$ cat config.mk
export PLATFORM = sky130hd
export DESIGN_NAME = dff_ram_2p
export DESIGN_NICKNAME = d
export VERILOG_FILES = /design/src/rtl/dff_ram_pkg.sv /design/src/rtl/dff_ram_bank.sv /design/src/rtl/dff_ram_2p.sv
export SDC_FILE = /design/constraint.sdc
export NUM_CORES = 1
export LEC_CHECK = 0
export CAP_MARGIN = 10
export CORE_ASPECT_RATIO = 0.6
export CORE_MARGIN = 3
export CORE_UTILIZATION = 40
export CTS_BUF_LIST = sky130_fd_sc_hd__clkbuf_8
export CTS_CLUSTER_DIAMETER = 50
export DETAILED_ROUTE_END_ITERATION = 12
export GPL_TIMING_DRIVEN = 0
export PLACE_DENSITY = 0.64
export SYNTH_ARGS = -nofsm -noshare
export SYNTH_HDL_FRONTEND = slang
export SYNTH_HIERARCHICAL = 1
export SYNTH_SLANG_ARGS = --single-unit
$ cat constraint.sdc
create_clock -name clk -period 2.7 [get_ports clk]
set_input_delay 0.54 -clock clk [delete_from_list [all_inputs] [get_ports clk]]
set_output_delay 0.54 -clock clk [all_outputs]
set_load 0.01 [all_outputs]
$ cat src/rtl/dff_ram_pkg.sv
// dff_ram_pkg: shared types and constants for the dual-port flop RAM.
//   state_t : controller states (INIT clear sweep, RUN normal operation)
//   LANE_W  : byte-lane width for masked writes
package dff_ram_pkg;
  localparam int LANE_W = 8;

  typedef enum logic {
    INIT = 1'b0,
    RUN  = 1'b1
  } state_t;
endpackage

$ cat src/rtl/dff_ram_bank.sv
// dff_ram_bank: one bank of flop storage, WORDS words of WIDTH bits.
// Byte-masked synchronous write, asynchronous (combinational) read.
// Contents have no reset; the top-level INIT sweep clears them.
// Ports:
//   clk            : write clock (rising edge)
//   we/waddr/wdata : write request, word-in-bank address, data
//   wmask          : per-byte write enable, bit i -> wdata[8i+7:8i]
//   raddr/rdata    : word-in-bank read address, combinational read data
module dff_ram_bank
  import dff_ram_pkg::*;
#(
  parameter  int WIDTH = 72,
  parameter  int WORDS = 4,
  localparam int WW    = $clog2(WORDS),
  localparam int NL    = WIDTH / LANE_W
) (
  input  logic             clk,
  input  logic             we,
  input  logic [WW-1:0]    waddr,
  input  logic [WIDTH-1:0] wdata,
  input  logic [NL-1:0]    wmask,
  input  logic [WW-1:0]    raddr,
  output logic [WIDTH-1:0] rdata
);

  logic [WIDTH-1:0] mem [WORDS];

  always_ff @(posedge clk) begin
    if (we) begin
      for (int l = 0; l < NL; l++) begin
        if (wmask[l]) mem[waddr][l*LANE_W +: LANE_W] <= wdata[l*LANE_W +: LANE_W];
      end
    end
  end

  assign rdata = mem[raddr];

endmodule

$ cat src/rtl/dff_ram_2p.sv
// dff_ram_2p: one-write/one-read flop RAM split into BANKS banks.
// After reset an INIT sweep zeroes one word per cycle (DEPTH cycles);
// ports are ignored until init_done. Reads have 1-cycle latency.
// Optional macro DFF_RAM_BYPASS_EN: a same-address read during a write
// returns the newly written lanes merged over the old word; without it
// the whole old word is returned.
// Ports:
//   clk, rst_n                 : clock, async active-low reset
//   we, waddr, wdata, wmask    : write port with byte-lane mask
//   re, raddr                  : read request
//   rdata, rvalid              : registered read data / update strobe
//   init_done                  : clear sweep finished, ports live
module dff_ram_2p
  import dff_ram_pkg::*;
#(
  parameter  int WIDTH = 72,
  parameter  int DEPTH = 8,
  parameter  int BANKS = 2,
  localparam int AW    = $clog2(DEPTH),
  localparam int NL    = WIDTH / LANE_W
) (
  input  logic             clk,
  input  logic             rst_n,
  input  logic             we,
  input  logic [AW-1:0]    waddr,
  input  logic [WIDTH-1:0] wdata,
  input  logic [NL-1:0]    wmask,
  input  logic             re,
  input  logic [AW-1:0]    raddr,
  output logic [WIDTH-1:0] rdata,
  output logic             rvalid,
  output logic             init_done
);

  localparam int WORDS = DEPTH / BANKS;
  localparam int WW    = $clog2(WORDS);
  localparam int BW    = (BANKS > 1) ? $clog2(BANKS) : 1;

  state_t        state, state_nxt;
  logic [AW-1:0] init_ptr, init_ptr_nxt;

  always_ff @(posedge clk or negedge rst_n) begin
    if (!rst_n) begin
      state    <= INIT;
      init_ptr <= '0;
    end else begin
      state    <= state_nxt;
      init_ptr <= init_ptr_nxt;
    end
  end

  always_comb begin
    state_nxt    = state;
    init_ptr_nxt = init_ptr;
    case (state)
      INIT: begin
        init_ptr_nxt = init_ptr + 1'b1;
        if (init_ptr == AW'(DEPTH - 1)) state_nxt = RUN;
      end
      RUN:     state_nxt = RUN;
      default: state_nxt = INIT;
    endcase
  end

  logic run;
  assign run       = (state == RUN);
  assign init_done = run;

  // During INIT the write port is hijacked by the sweep: full-mask zero write.
  logic             mem_we;
  logic [AW-1:0]    mem_waddr;
  logic [WIDTH-1:0] mem_wdata;
  logic [NL-1:0]    mem_wmask;

  assign mem_we    = run ? we    : 1'b1;
  assign mem_waddr = run ? waddr : init_ptr;
  assign mem_wdata = run ? wdata : '0;
  assign mem_wmask = run ? wmask : '1;

  // Bank = upper address bits, word-in-bank = lower WW bits.
  logic [BW-1:0] wbank, rbank;
  assign wbank = BW'(mem_waddr >> WW);
  assign rbank = BW'(raddr >> WW);

  logic [BANKS-1:0][WIDTH-1:0] bank_rdata;

  for (genvar b = 0; b < BANKS; b++) begin : g_bank
    dff_ram_bank #(
      .WIDTH (WIDTH),
      .WORDS (WORDS)
    ) u_bank (
      .clk   (clk),
      .we    (mem_we && (wbank == BW'(b))),
      .waddr (mem_waddr[WW-1:0]),
      .wdata (mem_wdata),
      .wmask (mem_wmask),
      .raddr (raddr[WW-1:0]),
      .rdata (bank_rdata[b])
    );
  end

  logic [WIDTH-1:0] rd_word, rd_fwd;
  assign rd_word = bank_rdata[rbank];

`ifdef DFF_RAM_BYPASS_EN
  // Forward the written lanes so a colliding read sees the post-write word.
  always_comb begin
    rd_fwd = rd_word;
    if (we && (waddr == raddr)) begin
      for (int l = 0; l < NL; l++) begin
        if (wmask[l]) rd_fwd[l*LANE_W +: LANE_W] = wdata[l*LANE_W +: LANE_W];
      end
    end
  end
`else
  // Async bank read before the edge already yields the pre-write word.
  assign rd_fwd = rd_word;
`endif

  always_ff @(posedge clk or negedge rst_n) begin
    if (!rst_n) begin
      rdata  <= '0;
      rvalid <= 1'b0;
    end else begin
      rvalid <= run && re;
      if (run && re) rdata <= rd_fwd;
    end
  end

endmodule

==> flow_summary.json, run 1 <==
{
  "synth-async-reset-ratio_pct": 11.79,
  "wl_microns": 63480,
  "path_max_fanout": 11,
  "synth_xor_xnor_area_share_pct": 0.03325,
  "drc": 0,
  "fin_crit_sh_pct": 100.9,
  "grt_pass1_vias": 13940,
  "arrival_ns": 3.06,
  "violations": "setup timing",
  "ys_seq_area_share_pct": 72.99,
  "grt_max_degree": 41,
  "synth_top_area_share_pct": 65.67,
  "fin_ws_ns": -0.02340,
  "die_w_microns": 337.3,
  "cts.sinks": 653,
  "synth_flop_cell": "edfxtp_1",
  "critical_path_required_ns": 3.04,
  "cts.path.max_buffers": 3,
  "syn_nets": 1365,
  "path_clk_slew_ns": 0.07,
  "dr.pass1.iters": 5,
  "globalRoute.totalOverflow": 0,
  "clk_latency_ns": 0.69,
  "synth_commonest_cells": "576 x edfxtp_1, 140 x mux4_2, 77 x dfrtp_1",
  "synth_area_leaders": "edfxtp_1 66%, mux4_2 12%, dfrtp_1 7.3%",
  "postCtsSetupBuffers": 0,
  "via_per_inst": 5.402,
  "grtUsageTotal_pct": 18.63,
  "num_io_pins": 165,
  "ir_drop_v": 0.0003718,
  "synth_most_common_cell": "edfxtp_1",
  "synth_area_sq_mm": 0.02634,
  "status": "finished with violations",
  "fp-row-count": 72,
  "p_seq_share_pct": 53.2,
  "via_count": 13360,
  "setup_viol": 11,
  "slew_headroom_pct": 49.40,
  "path_class": "flip-flop to flip-flop",
  "synthToLayoutAreaGrowth_pct": 19.10,
  "regArea_sq_mm": 0.01922,
  "cts_tree": "built",
  "syn_inst": 1272,
  "placed_cells": 2292,
  "synth.distinct_cells": 31,
  "fmax_ghz": 0.3672,
  "root_buffer": "clkbuf_8",
  "synth.area.mux_share_pct": 15.28,
  "rsz0062_at_grt": "yes",
  "core_sq_mm": 0.06477,
  "intPower_w": 0.01640,
  "antenna_found_initial": 4,
  "regToRegSetupSlack_ns": -0.02,
  "crit_path_start_kind": "flip-flop",
  "cts_buffers": 95,
  "clkPwrFrac_pct": 38.9,
  "switching_power_w": 0.004746,
  "synth_fa_ha_area_share_pct": 0.09501,
  "slew_viol_final": 0,
  "fin_nets": 1632,
  "yosys.area_share.simple_pct": 4.760,
  "drt_iter0_markers": 1254,
  "layoutNonFillerInstCount": 2473,
  "hold_viol_final": 0,
  "multi_input_area_sq_mm": 0.006636,
  "synth_compound_area_share_pct": 4.048,
  "worst_pin_slew_ns": 0.7590,
  "final_layout_size_suffix_gt1_share_pct": 30.78,
  "globalplace.congestion": 0.7454,
  "synth-seq-cells": 653,
  "syn_area_per_cell_sq_um": 20.71,
  "finClkSkew_ns": 0.02875,
  "ys_warn_count": 6,
  "nFillCells": 5297,
  "start_util_pct": 40.66,
  "synth_top_family_by_area": "multiplexers",
  "fin_crit_ns": 2.723,
  "maxCapViolations": 0,
  "die_h_microns": 204.8,
  "cp-end-kind": "flip-flop",
  "die-area_sq_mm": 0.06906,
  "cts.htree.levels": 3,
  "tns_ns": -0.1249,
  "grt_pass1_wl_microns": 92850,
  "synth_edf_count": 576,
  "dp_hpwl_microns": 42590,
  "p_comb_share_pct": 7.9,
  "synth_top_cell_by_area": "edfxtp_1",
  "hold_class": "primary input to flip-flop",
  "p_per_area_mw_per_mm2": 674.0,
  "switching_share_pct": 22.44,
  "port_buffers": 160,
  "finish.utilization_pct": 48.43,
  "wl_per_cell_microns": 25.67,
  "p_leak_nw": 10.49,
  "ant_nets": 0
}
-- through the flow --
stage	setup slack (ns)	hold WS, ns	power (W)	cell area [sq um]
after global routing	-0.05176	0.2970	0.02193	31370
final	-0.02340	0.3016	0.02114	31370
after CTS	-0.03596	0.2560	0.02135	31340
after floorplan	0.1111	0.2444	0.01235	26340
after detailed placement	-0.8622	0.4962	0.01314	29140
after global placement	-2.277	0.4947	0.01308	29000
-- worst paths after layout --
path                       startpoint                           to  cells past startpoint
setup reg to reg            init_done  g_bank[1].u_bank/mem[0][35]                      6
setup / recovery            init_done  g_bank[1].u_bank/mem[0][35]                      6
max in group asynchronous       rst_n                    rdata[49]                      3
hold / removal                     re                    rdata[56]                      3
min in group asynchronous       rst_n                     rdata[4]                      2
hold reg to reg             rdata[14]                    rdata[14]                      2
-- worst max-delay path: stages (launching register included) --
cell	delay (ns)
dfrtp_1	0.41
buf_6	0.20
buf_4	0.23
buf_4	0.22
o21ai_2	0.41
clkbuf_2	0.36
and4bb_2	0.51
-- cells in the final DEF (no fill, tap or decap), drive strengths merged, types with 9 or more instances in the layout --
cell and instances:
a21oi 144, and2 73, and4 18, and4b 36, and4bb 10, buf 66
bufinv 10, clkbuf 137, clkdlybuf4s50 159, clkinv 39, dfrtp 77, edfxtp 576
inv 25, mux2i 72, mux4 144, nand2b 9
-- repair_timing --
action                                 4_1_cts  5_1_grt
hold buffers                                 1        0
endpoints found under the hold margin       39        0
gates resized for setup                    105       14
setup endpoints to repair                  573      262
pin swaps                                    1        2
-- power by group through the flow --
stage	logic [W]	registers (W)	clock network, W
global placement	0.00161	0.0115	0
finish	0.00167	0.0113	0.00822
CTS	0.00169	0.0113	0.00840
global route	0.00179	0.0113	0.00888
detailed placement	0.00166	0.0115	0
floorplan	0.000853	0.0115	0
-- cell type report --
| class | count | area share [%] |
|---|---|---|
| multi-input combinational | 526 | 21.16 |
| tap | 851 | 3.394 |
| buffer | 92 | 2.425 |
| inverter | 1 | 0.01197 |
| antenna | 1 | 0.007977 |
| clock inverter | 78 | 1.883 |
| timing repair buffer | 170 | 5.409 |
| sequential | 653 | 61.28 |
| clock buffer | 101 | 4.431 |
-- sequential cells by signal (all words and copies together) (netlist names) --
| name | flops |
|---|---|
| init_done | 1 |
| init_ptr | 3 |
| rdata | 72 |
| g_bank.u_bank/mem | 576 |
| rvalid | 1 |
-- metal layers --
layer,vias to the layer above,part of all wire (%),wire [microns],GRT usage (%)
li1,5771,-,-,-
met1,7045,46,29010,27.86
met2,454,45,28720,27.79
met3,88,7.2,4552,4.180
met4,0,1.9,1197,4.560
met5,-,0,0,0
-- logic make-up after synthesis --
kind of cell               count (synthesis)
adders and majority gates                  2
muxes                                    220
AOI/OAI and AO/OA                        146
and+or+nand+nor                          157
DFF                                      653
buffers and inverters                     93
xor gates and xnor gates                   1
No activity file was read; power rests on OpenSTA's default activity.
==> run 2: changes to the inputs <==
- CTS_CLUSTER_DIAMETER: 50 -> 30
==> flow_summary.json, run 2 (same netlist as run 1, synthesis figures left out) <==
{
  "cts.sinks": 653,
  "die-area_sq_mm": 0.06906,
  "reg.largest.list": "g_bank.u_bank/mem x576, rdata x72, init_ptr x3",
  "cp-end-kind": "flip-flop",
  "placed_cells": 2292,
  "status": "finished clean",
  "largest_register_ffs": 576,
  "path_class": "flip-flop to flip-flop",
  "dp_hpwl_microns": 42590,
  "path_clk_slew_ns": 0.06,
  "finish.utilization_pct": 48.77,
  "p_leak_nw": 10.63,
  "die_w_microns": 337.3,
  "fin_crit_ns": 2.690,
  "fmax_ghz": 0.3717,
  "globalplace.congestion": 0.7454,
  "wl_per_cell_microns": 25.45,
  "port_buffers": 160,
  "root_buffer": "clkbuf_8",
  "path_max_fanout": 10,
  "fin_crit_sh_pct": 99.63,
  "maxCapViolations": 0,
  "fin_nets": 1641,
  "wl_microns": 63280,
  "crit_path_start": "init_done",
  "final_layout_size_suffix_gt1_share_pct": 31.70,
  "hold_class": "primary input to flip-flop",
  "grtUsageTotal_pct": 18.61,
  "final_cell_mix": "576 x edfxtp_1, 159 x clkdlybuf4s50_1, 140 x mux4_2",
  "grt_pass1_vias": 13980,
  "worst_pin_slew_ns": 0.7749,
  "clk_latency_ns": 0.69,
  "ir_drop_v": 0.0003364,
  "hold_viol_final": 0,
  "top_register": "g_bank.u_bank/mem",
  "via_per_inst": 5.372,
  "dr.pass1.iters": 5,
  "arrival_ns": 3.03,
  "finClkSkew_ns": 0.02263,
  "critical_path_required_ns": 3.04,
  "cts.htree.levels": 3,
  "core_sq_mm": 0.06477,
  "hp-start": "re",
  "slew_viol_final": 0,
  "drc": 0,
  "setup_viol": 0,
  "start_util_pct": 40.66,
  "grt_max_degree": 41,
  "die_h_microns": 204.8,
  "cts_tree": "built",
  "globalRoute.totalOverflow": 0,
  "p_per_area_mw_per_mm2": 689.4,
  "drt_iter0_markers": 1232,
  "ant_nets": 0,
  "fp-row-count": 72,
  "crit_path_start_kind": "flip-flop",
  "worstHoldPathCells": 3,
  "worst-r2r-cell-count": 6,
  "layoutNonFillerInstCount": 2486,
  "cts.path.max_buffers": 3,
  "via_count": 13360,
  "num_io_pins": 165,
  "layout_commonest_cell": "edfxtp_1",
  "cts_buffers": 104,
  "synthToLayoutAreaGrowth_pct": 19.95,
  "antenna_found_initial": 3,
  "reg2reg_from": "init_done",
  "grt_pass1_wl_microns": 92780,
  "rsz0062_at_grt": "yes",
  "slew_headroom_pct": 48.34
}
run 2: cell types whose count changed in the layout (fill, tap and decap cells not counted), sizes merged:
cell      delta
bufinv       +2
clkbuf       +9
clkinv       -7
clkinvlp     +2
inv          +7
run 2: final timing paths:
kind / end / slack (ns)
worst min register to register: rdata[14] / 0.51
min in group asynchronous: rdata[4] / 0.40
worst max register to register: g_bank[1].u_bank/mem[0][36] / 0.01
worst max-delay path: g_bank[1].u_bank/mem[0][36] / 0.01
worst min-delay path: rdata[56] / 0.32
max in group asynchronous: rdata[47] / 1.64
run 2: cell type report:
class | instances | area [sq um]
Buffer | 92 | 760.7
Inverter | 1 | 3.754
Clock buffer | 110 | 1514
Timing Repair Buffer | 170 | 1697
Tap cell | 851 | 1065
Antenna cell | 1 | 2.502
Sequential cell | 653 | 19220
Clock inverter | 82 | 691.9
Fill cell | 5266 | 33180
Multi-Input combinational cell | 526 | 6634
run 2: through the flow:
step                total power, W  hold WS, ns  setup slack (ns)  cell area [sq um]  TNS (ns)
floorplan                  0.01235       0.2444            0.1111              26340         0
global placement           0.01308       0.4947            -2.277              29000   -544.80
detailed placement         0.01314       0.4962           -0.8622              29140   -366.94
CTS                        0.02202       0.2547         -0.004582              31570  -0.02160
global route               0.02261       0.2956          -0.04091              31590    -2.102
finish                     0.02178       0.3161          0.009958              31590         0
run 2: power by group:
| group | leakage (nW) | total, W | switching (W) | internal [W] |
|---|---|---|---|---|
| Clock | 1.22 | 0.00885 | 0.00390 | 0.00495 |
| Combinational | 3.34 | 0.00167 | 0.000875 | 0.000795 |
| Sequential | 6.07 | 0.0113 | 0.0000886 | 0.0112 |
| Total | 10.6 | 0.0218 | 0.00486 | 0.0169 |
run 2: routing by layer:
layer  track usage [%]  vias up  part of all wire [%]  routed length [microns]
met1             27.60     7040                    46                    29110
met5                 0        -                     0                        0
met3             4.757       76                   7.2                     4529
li1                  -     5804                     -                        -
met4             4.419        0                   1.6                      989
met2             27.66      436                    45                    28650
run 2: critical path: stages, from the launching register on:
cell      delay (ns)
dfrtp_1         0.41
buf_6           0.20
buf_4           0.22
buf_4           0.21
o21ai_2         0.41
clkbuf_2        0.36
and4bb_2        0.52
run 2: what timing repair did:
| action | CTS | global route |
|---|---|---|
| setup buffers | 0 | 0 |
| pin swaps | 0 | 1 |
| endpoints found under the setup margin | 572 | 249 |
| hold endpoints to repair | 39 | 0 |
| gates resized for setup | 106 | 9 |
| hold buffers | 1 | 0 |
